$ cat config.mk
export PLATFORM = sky130hd
export DESIGN_NAME = warp_ready_ctrl
export DESIGN_NICKNAME = d
export VERILOG_FILES = /design/src/rtl/warp_ctrl_pkg.sv /design/src/rtl/warp_slot.sv /design/src/rtl/warp_ready_ctrl.sv
export SDC_FILE = /design/constraint.sdc
export NUM_CORES = 1
export LEC_CHECK = 0
export ABC_AREA = 1
export CORE_ASPECT_RATIO = 1.4
export CORE_MARGIN = 2
export CORE_UTILIZATION = 59
export DETAILED_ROUTE_END_ITERATION = 12
export PLACE_DENSITY_LB_ADDON = 0.1
export SETUP_SLACK_MARGIN = 0.3
export SLEW_MARGIN = 25
export SYNTH_ARGS = -nofsm -noshare
export SYNTH_HDL_FRONTEND = slang
export SYNTH_SLANG_ARGS = --single-unit
$ cat constraint.sdc
create_clock -name clk -period 3.7 [get_ports clk]
set_input_delay 0.555 -clock clk [delete_from_list [all_inputs] [get_ports clk]]
set_output_delay 0.555 -clock clk [all_outputs]
set_load 0.02 [all_outputs]
$ cat src/rtl/warp_ctrl_pkg.sv
// Shared types and constants for the warp readiness controller.
// Slot lifecycle encoding, issue-class bit positions and a width helper.
package warp_ctrl_pkg;

  typedef enum logic [1:0] {
    FREE     = 2'd0,
    ACTIVE   = 2'd1,
    BAR_WAIT = 2'd2,
    DRAIN    = 2'd3
  } state_t;

  localparam int CLS_MEM  = 0;
  localparam int CLS_BAR  = 1;
  localparam int CLS_EXIT = 2;
  localparam int NCLS     = 3;

  localparam int DEF_WARPS     = 8;
  localparam int DEF_MAXOUT    = 4;
  localparam int DEF_ISSUE_GAP = 2;

  function automatic int clog2(input int v);
    int r;
    r = 0;
    while ((1 << r) < v) r++;
    return r;
  endfunction

endpackage

$ cat src/rtl/warp_slot.sv
// One warp slot: lifecycle FSM, outstanding-memory counter and issue cooldown.
// Strobes are pre-validated by the parent; ready is decoded from registers only.
module warp_slot
  import warp_ctrl_pkg::*;
#(
  parameter int MAXOUT    = DEF_MAXOUT,
  parameter int OCW       = 3,
  parameter int ISSUE_GAP = DEF_ISSUE_GAP
) (
  input  logic           clk,
  input  logic           rst,
  input  logic           i_launch,
  input  logic           i_issue,
  input  logic           i_exit,
  input  logic           i_bar,
  input  logic           i_mem,
  input  logic           i_mem_done,
  input  logic           i_release,
  output logic           o_ready,
  output logic [1:0]     o_state,
  output logic [OCW-1:0] o_outcnt
);

  localparam int CW = (ISSUE_GAP < 1) ? 1 : clog2(ISSUE_GAP + 1);

  state_t         r_state;
  state_t         w_state_nxt;
  logic [OCW-1:0] r_outcnt;
  logic [CW-1:0]  r_cool;
  logic           w_inc;

  always_ff @(posedge clk or posedge rst) begin
    if (rst) r_state <= FREE;
    else     r_state <= w_state_nxt;
  end

  always_comb begin
    w_state_nxt = r_state;
    case (r_state)
      FREE:     if (i_launch) w_state_nxt = ACTIVE;
      ACTIVE: begin
        if (i_issue && i_exit)     w_state_nxt = DRAIN;
        else if (i_issue && i_bar) w_state_nxt = BAR_WAIT;
      end
      BAR_WAIT: if (i_release) w_state_nxt = ACTIVE;
      // Uses the registered count, so a slot spends at least one cycle here.
      DRAIN:    if (r_outcnt == '0) w_state_nxt = FREE;
      default:  w_state_nxt = FREE;
    endcase
  end

  assign w_inc = i_issue && i_mem;

  always_ff @(posedge clk or posedge rst) begin
    if (rst) begin
      r_outcnt <= '0;
      r_cool   <= '0;
    end else if (i_launch) begin
      r_outcnt <= '0;
      r_cool   <= '0;
    end else begin
      if (w_inc && !i_mem_done)      r_outcnt <= r_outcnt + OCW'(1);
      else if (!w_inc && i_mem_done) r_outcnt <= r_outcnt - OCW'(1);
      if (i_issue)                   r_cool <= CW'(ISSUE_GAP);
      else if (r_cool != '0)         r_cool <= r_cool - CW'(1);
    end
  end

  assign o_ready  = (r_state == ACTIVE) && (r_outcnt < OCW'(MAXOUT)) && (r_cool == '0);
  assign o_state  = r_state;
  assign o_outcnt = r_outcnt;

endmodule

$ cat src/rtl/warp_ready_ctrl.sv
// Per-warp readiness for the round-robin scheduler: event decode, barrier detect, errors.
// ready_mask and bar_release depend on registered slot state only, closing the issue loop.
module warp_ready_ctrl
  import warp_ctrl_pkg::*;
#(
  parameter int WARPS     = DEF_WARPS,
  parameter int IDW       = clog2(WARPS),
  parameter int MAXOUT    = DEF_MAXOUT,
  parameter int OCW       = clog2(MAXOUT + 1),
  parameter int ISSUE_GAP = DEF_ISSUE_GAP
) (
  input  logic             clk,
  input  logic             rst,
  input  logic             launch_valid,
  input  logic [IDW-1:0]   launch_id,
  output logic             launch_ready,
  input  logic [WARPS-1:0] issue_onehot,
  input  logic             issue_valid,
  input  logic             issue_accept,
  input  logic             issue_is_mem,
  input  logic             issue_is_bar,
  input  logic             issue_is_exit,
  input  logic             mem_done_valid,
  input  logic [IDW-1:0]   mem_done_id,
  output logic [WARPS-1:0] ready_mask,
  output logic [WARPS-1:0] active_mask,
  output logic             bar_release,
  output logic             all_done,
  output logic             err_protocol
);

  logic [1:0]       w_state  [WARPS];
  logic [OCW-1:0]   w_outcnt [WARPS];
  logic [WARPS-1:0] w_part, w_wait, w_slot_launch, w_slot_issue, w_slot_md;
  logic [NCLS-1:0]  w_cls;
  logic             w_issue_evt, w_onehot, w_hit_ready, w_issue_ok, w_multi_cls;
  logic             w_exit, w_bar, w_mem, w_md_ok, w_launch_fire, w_bar_rel, w_err_set;
  logic             r_err;

  assign w_cls       = {issue_is_exit, issue_is_bar, issue_is_mem};
  assign w_issue_evt = issue_valid && issue_accept;
  assign w_onehot    = (issue_onehot != '0) &&
                       ((issue_onehot & (issue_onehot - WARPS'(1))) == '0);
  assign w_hit_ready = (issue_onehot & ready_mask) != '0;
  assign w_issue_ok  = w_issue_evt && w_onehot && w_hit_ready;
  assign w_multi_cls = (w_cls[CLS_EXIT] && w_cls[CLS_BAR]) ||
                       (w_cls[CLS_EXIT] && w_cls[CLS_MEM]) ||
                       (w_cls[CLS_BAR]  && w_cls[CLS_MEM]);

  // exit > bar > mem; an issue with no class bit is a plain ALU op.
  assign w_exit = w_cls[CLS_EXIT];
  assign w_bar  = w_cls[CLS_BAR] && !w_cls[CLS_EXIT];
  assign w_mem  = w_cls[CLS_MEM] && !w_cls[CLS_BAR] && !w_cls[CLS_EXIT];

  assign w_md_ok       = mem_done_valid && (w_outcnt[mem_done_id] != '0);
  assign launch_ready  = (w_state[launch_id] == FREE);
  assign w_launch_fire = launch_valid && launch_ready;

  assign w_err_set = (w_issue_evt && (!w_onehot || !w_hit_ready || w_multi_cls)) ||
                     (mem_done_valid && !w_md_ok);

  always_ff @(posedge clk or posedge rst) begin
    if (rst)            r_err <= 1'b0;
    else if (w_err_set) r_err <= 1'b1;
  end

  for (genvar g = 0; g < WARPS; g++) begin : g_slot
    assign w_slot_launch[g] = w_launch_fire && (launch_id == IDW'(g));
    assign w_slot_issue[g]  = w_issue_ok && issue_onehot[g];
    assign w_slot_md[g]     = w_md_ok && (mem_done_id == IDW'(g));

    warp_slot #(
      .MAXOUT    (MAXOUT),
      .OCW       (OCW),
      .ISSUE_GAP (ISSUE_GAP)
    ) u_slot (
      .clk        (clk),
      .rst        (rst),
      .i_launch   (w_slot_launch[g]),
      .i_issue    (w_slot_issue[g]),
      .i_exit     (w_exit),
      .i_bar      (w_bar),
      .i_mem      (w_mem),
      .i_mem_done (w_slot_md[g]),
      .i_release  (w_bar_rel),
      .o_ready    (ready_mask[g]),
      .o_state    (w_state[g]),
      .o_outcnt   (w_outcnt[g])
    );

    assign active_mask[g] = (w_state[g] != FREE);
    assign w_part[g]      = (w_state[g] == ACTIVE) || (w_state[g] == BAR_WAIT);
    assign w_wait[g]      = (w_state[g] == BAR_WAIT);
  end

  // Release when every participant waits; slots leave BAR_WAIT on the next edge.
  assign w_bar_rel    = (w_part != '0) && (w_part == w_wait);
  assign bar_release  = w_bar_rel;
  assign all_done     = (active_mask == '0);
  assign err_protocol = r_err;

endmodule

Word-level counts from Yosys, hierarchy flattened:

Index checks and enable logic that the tools add are counted.

* bits in registers: 57
* input port bits: 23
* output and inout bits: 20
* logic and storage cells: 432

* add/sub/neg operators: 25
* magnitude comparators: 10
* eq/ne operators: 71
* multiplexer cells: 95
* bitwise gates (word level): 4
* reduce and logical (&&, ||, !) cells: 202

Operators by type and width (count)
* two-way mux 2 bit: 59
* logical AND 1 bit: 95
* two-way mux 3 bit: 26
* case mux 2 bit (4 select lines): 8
* nonzero test 3 bit: 17
* logical NOT 2 bit: 17
* == test 2 bit, second input constant: 16
* inequality test 2 x 1 -> 1 bit, second input constant: 16
* AND reduction 4 bit: 8
* nonzero test 2 bit: 16
* logical NOT 3 bit: 10
* adder 3 x 1 -> 3 bit, second input constant: 8
* == test 3 bit, second input constant: 8
* less-than comparator 3 bit, second input constant: 8
* inequality test 3 x 1 -> 1 bit, second input constant: 8
* nonzero test 8 bit: 3
* subtractor 3 x 1 -> 3 bit, second input constant: 8
* logical NOT 1 bit: 21
* AND 8 bit: 2
* == test 2 x 1 -> 1 bit, second input constant: 8
* logical NOT 8 bit: 2
* inequality test 2 bit, second input constant: 8
* subtractor 2 x 1 -> 2 bit, second input constant: 8
* logical OR 1 bit: 13
* other kinds (8): 14

Depth between registers and ports, before layout:

Gate-level depths: netlist of run 1.

* word-level depth: 13
* mapped depth: 19
* gate-level depth less buffers: 19

Cells and area by module:

Synthesis of run 1 repeated with hierarchy kept, for this count alone.

* cells, all modules: 693
* area, all modules: 4723.3 um^2

By module, submodules not included
* warp_slot (g_slot[0].u_slot ...): times used 5, cells each 59, area each 449.2 um^2, sequential area each 175.2 um^2
* warp_ready_ctrl: times used 1, cells each 216, area each 1109.8 um^2, sequential area each 25.0 um^2
* warp_slot (g_slot[2].u_slot ...): times used 2, cells each 59, area each 451.7 um^2, sequential area each 175.2 um^2
* warp_slot (g_slot[7].u_slot): times used 1, cells each 64, area each 464.2 um^2, sequential area each 175.2 um^2

Least setup slack after synthesis of run 1:

Ideal clock, no wire load.

* path kind: input to register
* start point: input issue_is_exit
* end point: register g_slot[4].u_slot.r_outcnt[2]
* setup time: 115 ps
* arrival time: 2668 ps
* required time: 3585 ps
* path slack: 917 ps
* stages: 12
* path buffers: 1
* cells stage by stage: clkbuf_8 > nor2_2 > nand2_1 > nor2_1 > ha_1 > inv_1 > fa_1 > a21oi_1 > o21ai_0 > or2_2 > nand3_1 > inv_1

* word-level cells in the longest chain between the ends: 6
* elaborated cells between the ends (all ways): 9
* those cells by class: 2 x mux; 7 x reduce/logical

Ends and longest elaborated chain
* start, declared: line warp_ready_ctrl.sv:22 `input logic issue_is_exit,`
* logical NOT 1 bit *: line warp_ready_ctrl.sv:53 `assign w_mem = w_cls[CLS_MEM] && !w_cls[CLS_BAR] && !w_cls[CLS_EXIT];`
* logical AND 1 bit *: line warp_ready_ctrl.sv:53
* logical AND 1 bit *: line warp_slot.sv:52 `assign w_inc = i_issue && i_mem;`
* logical AND 1 bit / logical NOT 1 bit (equally long branches): line warp_slot.sv:62, warp_slot.sv:63
* two-way mux 3 bit / logical AND 1 bit (equally long branches): line warp_slot.sv:62, warp_slot.sv:63
* two-way mux 3 bit / nonzero test 3 bit (equally long branches)
* end signal, assigned: line warp_slot.sv:62 `if (w_inc && !i_mem_done) r_outcnt <= r_outcnt + OCW'(1);`
* end signal, assigned: line warp_slot.sv:63 `else if (!w_inc && i_mem_done) r_outcnt <= r_outcnt - OCW'(1);`
* end, declared: line warp_slot.sv:28 `logic [OCW-1:0] r_outcnt;`

Mark *: on every way between the ends. The rest lies on a longest branch, timed or not.
A chain may end at the register's enable or synchronous reset.

Worst setup path after layout of run 1:

* start point: input issue_onehot[7]
* end point: register g_slot[4].u_slot.r_outcnt[2]

* word-level cells in the longest chain between the ends: 11
* elaborated cells between the ends (all ways): 17
* those cells by class: 1 x add/sub; 2 x mux; 2 x bitwise; 12 x reduce/logical

Ends and longest elaborated chain
* start, declared: line warp_ready_ctrl.sv:17 `input logic [WARPS-1:0] issue_onehot,`
* subtractor 8 x 1 -> 8 bit: line warp_ready_ctrl.sv:43 `((issue_onehot & (issue_onehot - WARPS'(1))) == '0);`
* AND 8 bit: line warp_ready_ctrl.sv:43
* logical NOT 8 bit: line warp_ready_ctrl.sv:43
* logical AND 1 bit: line warp_ready_ctrl.sv:42 `assign w_onehot = (issue_onehot != '0) &&`
* logical AND 1 bit: line warp_ready_ctrl.sv:45 `assign w_issue_ok = w_issue_evt && w_onehot && w_hit_ready;`
* logical AND 1 bit *: line warp_ready_ctrl.sv:45
* logical AND 1 bit *: line warp_ready_ctrl.sv:69 `assign w_slot_issue[g] = w_issue_ok && issue_onehot[g];`
* logical AND 1 bit *: line warp_slot.sv:52
* logical AND 1 bit / logical NOT 1 bit (equally long branches): line warp_slot.sv:62, warp_slot.sv:63
* two-way mux 3 bit / logical AND 1 bit (equally long branches): line warp_slot.sv:62, warp_slot.sv:63
* two-way mux 3 bit / nonzero test 3 bit (equally long branches)

Marked as above.

==> flow_metrics.env, run 1 <==
export IMPL_post_synth_inst_count=663
export IMPL_placement_rows=39
export IMPL_worst_slew_pin_slew_ns=0.631
export IMPL_cp_cell_sequence="clkdlybuf4s50_1, or2_4, nand2_1, nand2_2, nand2_4, nor2_8, nand4_2, nor2_1, ha_1, inv_1, fa_1, a21oi_1, o21ai_0, or2_2, nand3_1, inv_1"
export IMPL_ff2ff_path_depth=15
export IMPL_synth_cell_type_count=36
export IMPL_max_clock_path_buffers=2
export IMPL_gr_usage_all_layers=0.301
export IMPL_timing_critical_path_slowest_cell_delay_ns=0.59
export IMPL_path_delay_family="simple AND/OR/NAND/NOR gates"
export IMPL_floorplan_die_width_microns=81.3
export IMPL_io_buffer_count=42
export IMPL_detail_route_vias_per_cell=5.51
export IMPL_synth_register_bits=57
export IMPL_final_net_count=799
export IMPL_crit_path_end_kind="flop"
export IMPL_leakage_nw=3.11
export IMPL_post_cts_buffers=0
export IMPL_setup_worst_path_class="input pin to flop"
export IMPL_mostFrequentLayoutCell="nand2_1"
export IMPL_maxCapViolations=0
export IMPL_worst_path_stages=16
export IMPL_run_status="completed"
export IMPL_slew_limit_headroom=0.579
export IMPL_core_area_sq_mm=0.00815
export IMPL_clkTransAtPathRegs_ns=0.05
export IMPL_yosys_top_cells_area="dfrtp_1 29%, ha_1 14%, nand2_1 11%"
export IMPL_mappedNetlistNets=750
export IMPL_vias=4510
export IMPL_min_period_ns=3.23
export IMPL_post_cts_hold_buffer_count=0
export IMPL_arrival_ns=3.45
export IMPL_maximum_ir_drop_on_the_vdd_rail_uv=486
export IMPL_min_delay_path_class="flop to flop"
export IMPL_timing_critical_path_from_type="input pin"
export IMPL_achievable_frequency_mhz=310
export IMPL_number_of_global_route_vias_before_repair=4527
export IMPL_yosys_area_top_type_share=0.289
export IMPL_drt_wirelength_per_cell_microns=15.7
export IMPL_worst_hold_path_num_cells=2
export IMPL_antenna_diode_count=0
export IMPL_setup_viol_count_final=0
export IMPL_h_tree_depth=3
export IMPL_yosys_warnings=0
export IMPL_layout_area_seq_sq_mm=0.00143
export IMPL_first_pass_grt_wire_length_mm=21.1
export IMPL_critical_path_n_buffers_inverters=3
export IMPL_tritoncts_num_buffers=9
export IMPL_totalWireLength_mm=12.8
export IMPL_num_io_pins=43
export IMPL_critical_path_most_common_cell="inv_1"
export IMPL_utilization_of_the_core_after_routing=0.710
export IMPL_yosys_area_top_type="dfrtp_1"
export IMPL_timing_critical_path_required_ns=3.93
export IMPL_cts_root_buffer="clkbuf_16"
export IMPL_setup_total_negative_slack_ns=0
export IMPL_place_detailed_hpwl_mm=10.0
export IMPL_design_die_area_sq_mm=0.00913
export IMPL_postSynthAreaPerCell_sq_um=7.45
export IMPL_multi_input_logic_area_sq_mm=0.00300
export IMPL_grt_overflow=0
export IMPL_die_y_microns=112
export IMPL_synth_yosys_seq_area_share=0.289
export IMPL_clkLatencyLatePin_ns=0.34
export IMPL_layout_area_overhead_vs_synth_pct=17.1
export IMPL_detail_route_first_pass_iterations=5
export IMPL_drt_first_iter_violations=274
export IMPL_antenna_violating_nets_post_route=0
export IMPL_timing_final_hold_violations=0
export IMPL_gpl_final_weighted_congestion=0.935
export IMPL_finalClockSkew_ns=0.00798
export IMPL_cts_tree="built"
export IMPL_fill_cells=676
export IMPL_layout_common_cells="141 x nand2_1, 118 x inv_1, 60 x nor2_1"
export IMPL_critical_path_slowest_cell="clkdlybuf4s50_1"
export IMPL_starting_density_of_the_core=0.606
export IMPL_grt_start_max_net_pins=30
export IMPL_timing_critical_path_fanout_max=9
export IMPL_drcViolationCount=0
export IMPL_power_density_mw_per_mm2=779
export IMPL_rsz0062_at_grt="true"
export IMPL_area_of_the_mapped_netlist_sq_mm=0.00494
export IMPL_maxSlewViolCount=0
export IMPL_min_period_over_period=0.872
export IMPL_number_of_antenna_violations_at_the_first_check_in_global_routing=0
export IMPL_cts_sink_cnt=57
export IMPL_post_route_cells_drive_above_1_share=0.109
-- synthesized netlist by cell type --
cell,count
nand2_1,141
inv_1,119
nor2_1,62
dfrtp_1,57
ha_1,56
nand3_1,55
o21ai_0,28
a21oi_1,22
nand4_1,16
nor3_1,14
or2_2,13
buf_4,8
fa_1,8
nand2_2,8
nand4_2,8
o21bai_2,8
xor2_1,7
a21oi_2,4
nand2_4,3
nor2_2,3
a21boi_0,2
mux2_2,2
mux2i_1,2
nor3b_1,2
nor4_1,2
o22ai_1,2
xnor2_1,2
buf_2,1
clkbuf_8,1
clkinv_1,1
maj3_1,1
nand3_2,1
nand3_4,1
nor2_4,1
nor2_8,1
or2_4,1
-- tightest hold or removal path, cell delays in order, from the launching register on --
cell     delay (ns)
dfrtp_1        0.36
a21oi_1        0.05
nand2_1        0.06
-- sequential cells by signal, summed over array words and instances, names as in the netlist --
signal,cells
err_protocol,1
g_slot.u_slot.o_outcnt,24
g_slot.u_slot.o_state,16
g_slot.u_slot.r_cool,16
-- repair_timing --
| item | CTS | global route |
|---|---|---|
| resized for setup | 1 | 12 |
| pin swaps | 0 | 2 |
| setup endpoints to repair | 1 | 6 |
-- metal layers --
layer,track usage,part of all wire,vias up
li1,-,-,2201
met1,0.368,0.41,2150
met5,0,0,-
met3,0.0418,0.051,25
met4,0.132,0.025,0
met2,0.516,0.51,134
-- metrics by stage --
stage               power (W)  hold slack, ns  instance area, sq um  worst slack [ns]  cells
global placement      0.00355           0.448                  5450            0.0625    803
global route          0.00489           0.517                  5780             0.264    819
detailed placement    0.00364           0.493                  5450           -0.0553    803
finish                0.00451           0.497                  5780             0.475    819
CTS                   0.00448           0.506                  5750             0.366    819
floorplan             0.00293           0.489                  4940             0.917    663
-- cell families (layout without fill, tap and decap cells) --
kind of cell	count (synthesis)	after routing	share of synthesized area
multiplexers	4	4	0.00862
adder cells (fa/ha/maj)	65	65	0.176
XOR/XNOR	9	9	0.0160
AND/OR/NAND/NOR	332	332	0.321
buffers and inverters	130	184	0.107
AO/OA/AOI/OAI	66	66	0.0816
flip-flops	57	57	0.289
-- layout make-up --
cell class,count,share of cell area
multi-input cells,476,0.519
flip-flops and latches,57,0.247
repair buffers,48,0.0835
inverters,120,0.0779
clock buffers,14,0.0491
well taps,102,0.0221
clock inverters,2,0.00173
-- final timing paths --
check	from	endpoint	slack, ns
hold reg to reg	err_protocol	err_protocol	0.50
hold / removal	err_protocol	err_protocol	0.50
min in group asynchronous	rst	g_slot[2].u_slot.o_outcnt[0]	0.62
max in group asynchronous	rst	g_slot[0].u_slot.r_cool[1]	2.26
setup / recovery	issue_onehot[7]	g_slot[4].u_slot.o_outcnt[2]	0.47
setup reg to reg	g_slot[3].u_slot.o_state[1]	g_slot[6].u_slot.o_outcnt[2]	0.56
-- power breakdown --
part	total [W]	switching (W)	internal [W]
Sequential	0.00121	0.000284	0.000930
Clock	0.000818	0.000295	0.000524
Combinational	0.00247	0.00148	0.000997
(Power assumes the default switching activity.)
==> inputs of run 2 (changes only) <==
CTS_CLUSTER_SIZE = 16   (was unset)
SLEW_MARGIN = 20   (was 25)
==> results of run 2 <==
Same layout as run 1: the final DEF is identical, and so are final timing and power.
